<file path="config.mk">
export PLATFORM = sky130hd
export DESIGN_NAME = wb_vic
export DESIGN_NICKNAME = d
export VERILOG_FILES = /design/src/rtl/wb_vic_pkg.sv /design/src/rtl/vic_sync_edge.sv /design/src/rtl/wb_vic.sv
export SDC_FILE = /design/constraint.sdc
export NUM_CORES = 1
export LEC_CHECK = 0
export ABC_CLOCK_PERIOD_IN_PS = 2300
export CAP_MARGIN = 40
export CORE_UTILIZATION = 42
export DETAILED_ROUTE_END_ITERATION = 12
export PLACE_DENSITY = 0.71
export SLEW_MARGIN = 10
export SYNTH_ARGS = -nofsm -noshare
export SYNTH_HDL_FRONTEND = slang
export SYNTH_SLANG_ARGS = --single-unit
</file>
<file path="constraint.sdc">
create_clock -name clk_i -period 2.3 [get_ports clk_i]
set_clock_uncertainty 0.15 [all_clocks]
set_input_delay 0.575 -clock clk_i [delete_from_list [all_inputs] [get_ports clk_i]]
set_output_delay 0.575 -clock clk_i [all_outputs]
set_load 0.01 [all_outputs]
</file>
<file path="src/rtl/wb_vic_pkg.sv">
// Shared definitions for the wb_vic vectored interrupt controller:
// register map, controller states and the fixed-priority encoder.
package wb_vic_pkg;

    localparam logic [2:0] ADR_PEND  = 3'd0;
    localparam logic [2:0] ADR_EN    = 3'd1;
    localparam logic [2:0] ADR_MODE  = 3'd2;
    localparam logic [2:0] ADR_POL   = 3'd3;
    localparam logic [2:0] ADR_INSV  = 3'd4;
    localparam logic [2:0] ADR_VBASE = 3'd5;
    localparam logic [2:0] ADR_SWI   = 3'd6;

    localparam logic [7:0] SPUR_DEFAULT  = 8'd24;
    localparam logic [7:0] VBASE_DEFAULT = 8'h40;

    typedef enum logic [1:0] {
        ST_IDLE = 2'd0,
        ST_REQ  = 2'd1,
        ST_GAP  = 2'd2
    } vic_state_t;

    typedef struct packed {
        logic       found;
        logic [4:0] idx;
    } prio_t;

    // Lowest set bit wins; scanning downwards lets the last hit be the lowest index.
    function automatic prio_t prio_enc(input logic [31:0] req);
        prio_t res;
        res.found = 1'b0;
        res.idx   = 5'd0;
        for (int i = 31; i >= 0; i--) begin
            res.found = req[i] ? 1'b1 : res.found;
            res.idx   = req[i] ? i[4:0] : res.idx;
        end
        return res;
    endfunction

endpackage

</file>
<file path="src/rtl/vic_sync_edge.sv">
// One interrupt channel front end: multi-flop synchroniser plus rising-edge detect.
// Edges are suppressed until the chain holds real samples, so a source already high at reset release does not fire.
module vic_sync_edge #(
    parameter int SYNC = 2
) (
    input  logic clk,
    input  logic rst_n,
    input  logic src,
    output logic synced,
    output logic rise
);

    logic [SYNC-1:0] sync_r;
    logic            prev_r;
    logic [SYNC:0]   vld_r;

    // Synchroniser chain, previous-sample flop and sample-valid tracker.
    always_ff @(posedge clk or negedge rst_n) begin
        if (!rst_n) begin
            sync_r <= '0;
            prev_r <= 1'b0;
            vld_r  <= '0;
        end else begin
            sync_r <= {sync_r[SYNC-2:0], src};
            prev_r <= sync_r[SYNC-1];
            vld_r  <= {vld_r[SYNC-1:0], 1'b1};
        end
    end

    assign synced = sync_r[SYNC-1];
    assign rise   = sync_r[SYNC-1] & ~prev_r & vld_r[SYNC];

endmodule

</file>
<file path="src/rtl/wb_vic.sv">
// Parametrised vectored interrupt controller with a Wishbone register window.
// One arbitrated request is presented; its vector stays latched until the CPU acknowledges.
module wb_vic
    import wb_vic_pkg::*;
#(
    parameter int          N         = 8,
    parameter int          SYNC      = 2,
    parameter logic [7:0]  VBASE_RST = VBASE_DEFAULT,
    parameter logic [7:0]  SPUR_VEC  = SPUR_DEFAULT
) (
    input  logic          clk_i,
    input  logic          rst_ni,
    input  logic          cyc_i,
    input  logic          stb_i,
    input  logic          we_i,
    input  logic [2:0]    adr_i,
    input  logic [3:0]    sel_i,
    input  logic [31:0]   dat_i,
    output logic          ack_o,
    output logic [31:0]   dat_o,
    input  logic [N-1:0]  irq_in,
    output logic          irq_req,
    output logic [7:0]    irq_vec,
    input  logic          irq_ack
);

    logic [N-1:0]  en_r, mode_r, pol_r, sticky_r;
    logic [7:0]    vbase_r, vec_r;
    logic [4:0]    idx_r;
    logic          req_r, ack_r;
    logic [31:0]   dat_r;
    vic_state_t    state_r;

    logic [N-1:0]  synced_s, rise_s, pend_s, elig_s, w1c_s, swi_s, ack_clr_s, wdat_n_s, wm_n_s;
    logic [31:0]   wmask_s, wdat_s, rd_s, elig32_s, ack_clr32_s;
    logic          bus_req_s, wr_s, unused_s;
    prio_t         prio_s;

    for (genvar g = 0; g < N; g++) begin : g_ch
        vic_sync_edge #(.SYNC(SYNC)) u_sync (
            .clk    (clk_i),
            .rst_n  (rst_ni),
            .src    (irq_in[g] ^ pol_r[g]),
            .synced (synced_s[g]),
            .rise   (rise_s[g])
        );
    end

    assign bus_req_s = cyc_i & stb_i;
    assign wr_s      = bus_req_s & we_i & ack_r;
    assign wmask_s   = {{8{sel_i[3]}}, {8{sel_i[2]}}, {8{sel_i[1]}}, {8{sel_i[0]}}};
    assign wdat_s    = dat_i & wmask_s;
    assign wdat_n_s  = wdat_s[N-1:0];
    assign wm_n_s    = wmask_s[N-1:0];

    // Level channels follow the synchronised source; the sticky part holds edges and software triggers.
    assign pend_s = sticky_r | (~mode_r & synced_s);
    assign elig_s = pend_s & en_r;
    assign prio_s = prio_enc(elig32_s);
    assign ack_clr32_s = (state_r == ST_REQ && irq_ack) ? (32'd1 << idx_r) : 32'd0;
    assign ack_clr_s   = ack_clr32_s[N-1:0];
    assign unused_s    = ^{wdat_s, wmask_s, ack_clr32_s};

    // Zero-extend eligibility, and decode write-one-to-clear / software-trigger strobes.
    always_comb begin
        elig32_s         = 32'd0;
        elig32_s[N-1:0]  = elig_s;
        w1c_s            = '0;
        swi_s            = '0;
        if (wr_s && adr_i == ADR_PEND) begin
            w1c_s = wdat_n_s;
        end else if (wr_s && adr_i == ADR_SWI) begin
            swi_s = wdat_n_s;
        end else begin
            w1c_s = '0;
            swi_s = '0;
        end
    end

    // Register read multiplexer; bits above N read as zero.
    always_comb begin
        rd_s = 32'd0;
        case (adr_i)
            ADR_PEND:  rd_s[N-1:0] = pend_s;
            ADR_EN:    rd_s[N-1:0] = en_r;
            ADR_MODE:  rd_s[N-1:0] = mode_r;
            ADR_POL:   rd_s[N-1:0] = pol_r;
            ADR_INSV:  rd_s        = {(state_r == ST_REQ), 23'd0, vec_r};
            ADR_VBASE: rd_s[7:0]   = vbase_r;
            default:   rd_s        = 32'd0;
        endcase
    end

    // Wishbone handshake: single-cycle ack one cycle after the strobe, data registered with it.
    always_ff @(posedge clk_i or negedge rst_ni) begin
        if (!rst_ni) begin
            ack_r <= 1'b0;
            dat_r <= 32'd0;
        end else begin
            ack_r <= bus_req_s & ~ack_r;
            dat_r <= (bus_req_s & ~ack_r) ? rd_s : 32'd0;
        end
    end

    // Configuration registers, written on the ack cycle with byte selects honoured.
    always_ff @(posedge clk_i or negedge rst_ni) begin
        if (!rst_ni) begin
            en_r    <= '0;
            mode_r  <= '0;
            pol_r   <= '0;
            vbase_r <= VBASE_RST;
        end else if (wr_s) begin
            case (adr_i)
                ADR_EN:    en_r    <= (en_r   & ~wm_n_s) | wdat_n_s;
                ADR_MODE:  mode_r  <= (mode_r & ~wm_n_s) | wdat_n_s;
                ADR_POL:   pol_r   <= (pol_r  & ~wm_n_s) | wdat_n_s;
                ADR_VBASE: vbase_r <= (vbase_r & ~wmask_s[7:0]) | wdat_s[7:0];
                default:   ;
            endcase
        end
    end

    // Sticky pending bits; a set in the same cycle as a clear wins.
    always_ff @(posedge clk_i or negedge rst_ni) begin
        if (!rst_ni) begin
            sticky_r <= '0;
        end else begin
            sticky_r <= (sticky_r & ~(w1c_s | ack_clr_s)) | (mode_r & rise_s) | swi_s;
        end
    end

    // Request controller: latch the winner, hold its vector until ack, then force one idle gap cycle.
    always_ff @(posedge clk_i or negedge rst_ni) begin
        if (!rst_ni) begin
            state_r <= ST_IDLE;
            req_r   <= 1'b0;
            vec_r   <= SPUR_VEC;
            idx_r   <= 5'd0;
        end else begin
            case (state_r)
                ST_IDLE: begin
                    if (irq_ack) begin
                        vec_r <= SPUR_VEC;
                    end else if (prio_s.found) begin
                        idx_r   <= prio_s.idx;
                        vec_r   <= vbase_r + {3'b000, prio_s.idx};
                        req_r   <= 1'b1;
                        state_r <= ST_REQ;
                    end
                end
                ST_REQ: begin
                    if (irq_ack) begin
                        req_r   <= 1'b0;
                        state_r <= ST_GAP;
                    end else if (!elig32_s[idx_r]) begin
                        req_r   <= 1'b0;
                        vec_r   <= SPUR_VEC;
                        state_r <= ST_IDLE;
                    end
                end
                ST_GAP: begin
                    if (irq_ack) begin
                        vec_r <= SPUR_VEC;
                    end
                    state_r <= ST_IDLE;
                end
                default: begin
                    req_r   <= 1'b0;
                    vec_r   <= SPUR_VEC;
                    state_r <= ST_IDLE;
                end
            endcase
        end
    end

    assign ack_o   = ack_r;
    assign dat_o   = dat_r;
    assign irq_req = req_r;
    assign irq_vec = vec_r;

endmodule

</file>
# [Word-level counts from Yosys, hierarchy flattened]
# Cells that the tools add are included.
[classes] n_lt_le_gt_ge=1 n_eq_ne=15 multipliers=0 div=0 n_bitwise=59 n_reduce_logical=13 shift=1 addsub=1 mux=41
[op_table] operator="AND 8 bit" n=9
[op_table] operator="two-way mux 8 bit" n=9
[op_table] operator="OR 8 bit" n=8
[op_table] operator="case mux 8 bit (6 select lines)" n=1
[op_table] operator="two-way mux 32 bit" n=1
[op_table] operator="two-way mux 24 bit" n=1
[op_table] operator="two-way mux 3 bit" n=8
[op_table] operator="NOT 8 bit" n=3
[op_table] operator="case mux 8 bit (3 select lines)" n=1
[op_table] operator="AND 1 bit" n=20
[op_table] operator="two-way mux 1 bit" n=13
[op_table] operator="NOT 1 bit" n=11
[op_table] operator="inequality test 2 bit (second input constant)" n=5
[op_table] operator="== test 3 bit (second input constant)" n=3
[op_table] operator="adder 8 x 3 -> 8 bit" n=1
[op_table] operator="two-way mux 2 bit" n=4
[op_table] operator="AND reduction 2 bit" n=4
[op_table] operator="AND reduction 4 bit" n=2
[op_table] operator="<< shifter 1 x 5 -> 8 bit (first input constant)" n=1
[op_table] operator="bitwise XOR 1 bit" n=8
[op_table] operator="== test 3 x 2 -> 1 bit (second input constant)" n=2
[op_table] operator="less-than comparator 5 x 6 -> 1 bit (second input constant)" n=1
[op_table] operator="inequality test 3 bit (second input constant)" n=2
[op_table] operator="AND reduction 3 bit" n=2
[op_table] operator="9 further kinds" n=11
[word_totals] out_inout_bits=42 elab_cells=166 regBits=137 input_bits=53 ramBits=0 romBits=0 mem_count=0 latchBits=0

# [Longest topological paths before layout]
[logic_depth] word_depth=16 depth_mapped=12 mapped_depth_nobuf=12

# [By module]
# A second synthesis with hierarchy kept.
[hier_totals] cells_unflattened=411 area_unflattened_um2=4983.5
[modules_own_cells] module="wb_vic" cells_per_inst=347 instances=1 seq_area_each_um2=1605.3 area_per_inst_um2=3682.3
[modules_own_cells] module="vic_sync_edge" cells_per_inst=8 instances=8 seq_area_each_um2=150.1 area_per_inst_um2=162.7

# [Worst setup path before layout]
# Ideal clock, no wire load.
[synth_path] kind="flip-flop to flip-flop" from="reg (tool-made name)" to="reg vec_r[6] (netlist: irq_vec[6])" path_buffers=0 setup_time_ps=127 stages_incl_launch_ff=13 required_ps=2023 t_arrival_ps=2253 path_slack_ps=-230 path_cell_list="dfrtp_1 nor2b_1 o21a_1 o211a_1 o21ai_0 and2_1 ha_1 fa_1 a21oi_1 nor2_1 and3_1 xnor2_1 o2bb2ai_1"
[synth_rtl] item="to (signal assigned)" line="wb_vic.sv:146" source="vec_r <= vbase_r + {3'b000, prio_s.idx};"
[synth_rtl] item="to (decl)" line="wb_vic.sv:28" source="logic [7:0] vbase_r, vec_r;"

==> impl_metrics.json <==
{
  "outcome": "finished, violations left",
  "violations": "negative setup slack",
  "cp.arrival_ns": 2.58,
  "synth_cell_types": 55,
  "hold_path_class": "reg -> reg",
  "synthesis.area_mm2": 0.004252,
  "final_antenna_net_count": 0,
  "critPathKind": "reg -> reg",
  "power_density_mw_per_mm2": 654.0,
  "clock.fmax_ghz": 0.4030,
  "crit_path_max_fanout": 3,
  "synthCells": 362,
  "crit_required_ns": 2.40,
  "nets": 555,
  "ioPinCount": 95,
  "intPower_w": 0.002665,
  "antenna_cells": 0,
  "power_frac_comb_pct": 21.0,
  "portBuffers": 44,
  "cts_buffers": 9,
  "synth_top_area_cell": "dfrtp_1",
  "slew_headroom_pct": 65.61,
  "synth_compound_area_share_pct": 13.95,
  "synthAdderAreaFrac_pct": 1.354,
  "clockPowerShare_pct": 28.7,
  "synthArstFlopShare_pct": 100.0,
  "min_period_ns": 2.481,
  "p_seq_share_pct": 50.3,
  "antenna_found_initial": 0,
  "grt_max_degree": 39,
  "die_h_um": 102.6,
  "power_switching_w": 0.001125,
  "start_kind": "register",
  "globalplace.congestion": 0.9177,
  "ys_ff_latch": 91,
  "synth-seq-area-share_pct": 53.65,
  "track_usage_pct": 23.16,
  "initial_core_util_pct": 43.50,
  "synth_top_family_by_area": "compound AO/OA/AOI/OAI gates",
  "area_growth_pct": 36.29,
  "fillers": 815,
  "vias": 3423,
  "cts_sinks": 91,
  "ir_drop_mv": 0.4562,
  "end_kind": "register",
  "holdPathStages": 0,
  "fin_crit_sh_pct": 107.9,
  "wire_per_inst_um": 18.14,
  "cts_tree": "yes",
  "cts_buffer_depth": 2,
  "drt-initial-drc-count": 239,
  "p_leak_nw": 2.672,
  "cts_max_level": 3,
  "synth_area_per_cell_um2": 11.74,
  "dp_hpwl_um": 8097,
  "ys_warn_count": 0,
  "worst_slew_pin_slew_ns": 0.5154,
  "vias_per_cell": 5.382,
  "firstDrtPassIters": 5,
  "rsz0062_at_grt": "yes",
  "totalWireLength_um": 11540,
  "core_area_mm2": 0.009774,
  "die-area_mm2": 0.01053,
  "grt-ovfl-total": 0,
  "drc": 0,
  "dieWidth_um": 102.6,
  "clk_pin_slew_worst_paths_ns": 0.09,
  "num_rows": 36,
  "synth_commonest_cells": "dfrtp_1, nand2_1, mux2_2, buf_4, a21oi_1",
  "power.total_w": 0.003789,
  "switching_share_pct": 29.68,
  "yosys-top-cells-area": "dfrtp_1, mux2_2, buf_4",
  "cts_root_buffer": "clkbuf_8",
  "final_core_util_pct": 59.28,
  "synth_top_area_share_pct": 51.80,
  "grt_pass1_vias": 3309,
  "clk_latency_ns": 0.37,
  "setup_viol": 6,
  "hold_viol_final": 0,
  "drive_above_1_share_pct": 34.00,
  "grt_pass1_wl_um": 17860,
  "worst_slack_ns": -0.1811,
  "synth_edf_count": 0,
  "slew_viol_final": 0,
  "yosysMostFrequentCell": "dfrtp_1",
  "r2r_cells": 13,
  "maxCapViolCount": 0,
  "synth_xor_area_share_pct": 2.884,
  "ys.flop_type": "dfrtp_1",
  "synthMuxAreaShare_pct": 9.005,
  "post_synth_and_or_nand_nor_area_fraction_pct": 13.36
}
[cells in the final DEF, fill, tap and decap left out, types with 9 or more instances in the layout]
cell	count
nor2_1	12
nand2_1	35
buf_4	85
clkbuf_8	9
xor2_1	9
a21oi_1	13
clkdlybuf4s50_1	43
conb_1	24
mux2_2	27
dfrtp_1	88
a22oi_1	10
o21ai_0	9
[path summary, 6_finish.rpt]
kind,start,to,slack (ns)
setup reg to reg,g_ch[6].u_sync.sync_r[1]$_DFF_PN0_,irq_vec[6]$_DFFE_PN0P_,-0.18
hold reg to reg,g_ch[6].u_sync.sync_r[0]$_DFF_PN0_,g_ch[6].u_sync.sync_r[1]$_DFF_PN0_,0.20
setup / recovery,g_ch[6].u_sync.sync_r[1]$_DFF_PN0_,irq_vec[6]$_DFFE_PN0P_,-0.18
max in group asynchronous,rst_ni,g_ch[6].u_sync.sync_r[0]$_DFF_PN0_,0.79
hold / removal,g_ch[6].u_sync.sync_r[0]$_DFF_PN0_,g_ch[6].u_sync.sync_r[1]$_DFF_PN0_,0.20
min in group asynchronous,rst_ni,g_ch[0].u_sync.sync_r[0]$_DFF_PN0_,0.53
[what timing repair did]
item | 4_1_cts | 5_1_grt
hold endpoints to repair | 6 | 0
setup endpoints to repair | 7 | 8
buffers inserted | 3 | 5
hold buffers | 1 | 0
gates cloned | 0 | 0
resized for setup | 10 | 17
pin swaps | 6 | 9
[final cells by class]
cell class | instances | area (µm²) | area share (%)
Multi-Input combinational cell | 254 | 1946 | 33.58
Tap cell | 133 | 166.4 | 2.872
Sequential cell | 91 | 2281 | 39.37
Timing Repair Buffer | 135 | 1181 | 20.38
Clock buffer | 10 | 127.6 | 2.203
Clock inverter | 6 | 66.31 | 1.144
Inverter | 7 | 26.28 | 0.4535
[power groups by stage]
stage	combinational (W)	clock (W)	sequential, W
after floorplan	0.000373	0	0.00188
after global placement	0.000716	0	0.00192
after detailed placement	0.000731	0	0.00192
after CTS	0.000751	0.00111	0.00190
after global routing	0.000869	0.00117	0.00192
final	0.000797	0.00109	0.00191
[through the flow]
stage	cell area (µm²)	setup TNS, ns	setup WS (ns)	std cells	hold slack, ns
2_1_floorplan	4348	-0.2414	-0.1225	384	0.1294
3_3_place_gp	5405	-2.116	-0.2905	611	0.1816
3_5_place_dp	5405	-2.778	-0.2835	611	0.1847
4_1_cts	5665	-0.8966	-0.2231	631	0.2050
5_1_grt	5794	-1.373	-0.2887	636	0.2174
6_report	5794	-0.7886	-0.1811	636	0.2034
[routing by layer]
metal  part of all wire (%)  GRT usage, %
met4                    1.9         6.813
met1                     43         30.84
met3                    5.8         4.475
met5                      0             0
met2                     49         38.41
[cell families (layout without fill, tap and decap cells)]
| family | Yosys count | after routing |
|---|---|---|
| other | 2 | 24 |
| xor gates and xnor gates | 14 | 14 |
| adders and majority gates | 4 | 4 |
| DFF | 91 | 91 |
| and+or+nand+nor | 96 | 96 |
| AOI/OAI and AO/OA | 82 | 82 |
| buffers and inverters | 39 | 158 |
| muxes | 34 | 34 |
[critical path: stages (launching register included)]
cell and delay, ns:
dfrtp_1 0.39, nor2b_4 0.14, buf_4 0.14, o21ai_2 0.14, nand2_1 0.09, nand3_2 0.08, a31oi_4 0.11, buf_4 0.17
fa_2 0.37, a21oi_2 0.12, nor2_1 0.06, and3_1 0.19, xnor2_1 0.13, o2bb2ai_1 0.07
No activity file was read; power rests on OpenSTA's default activity.
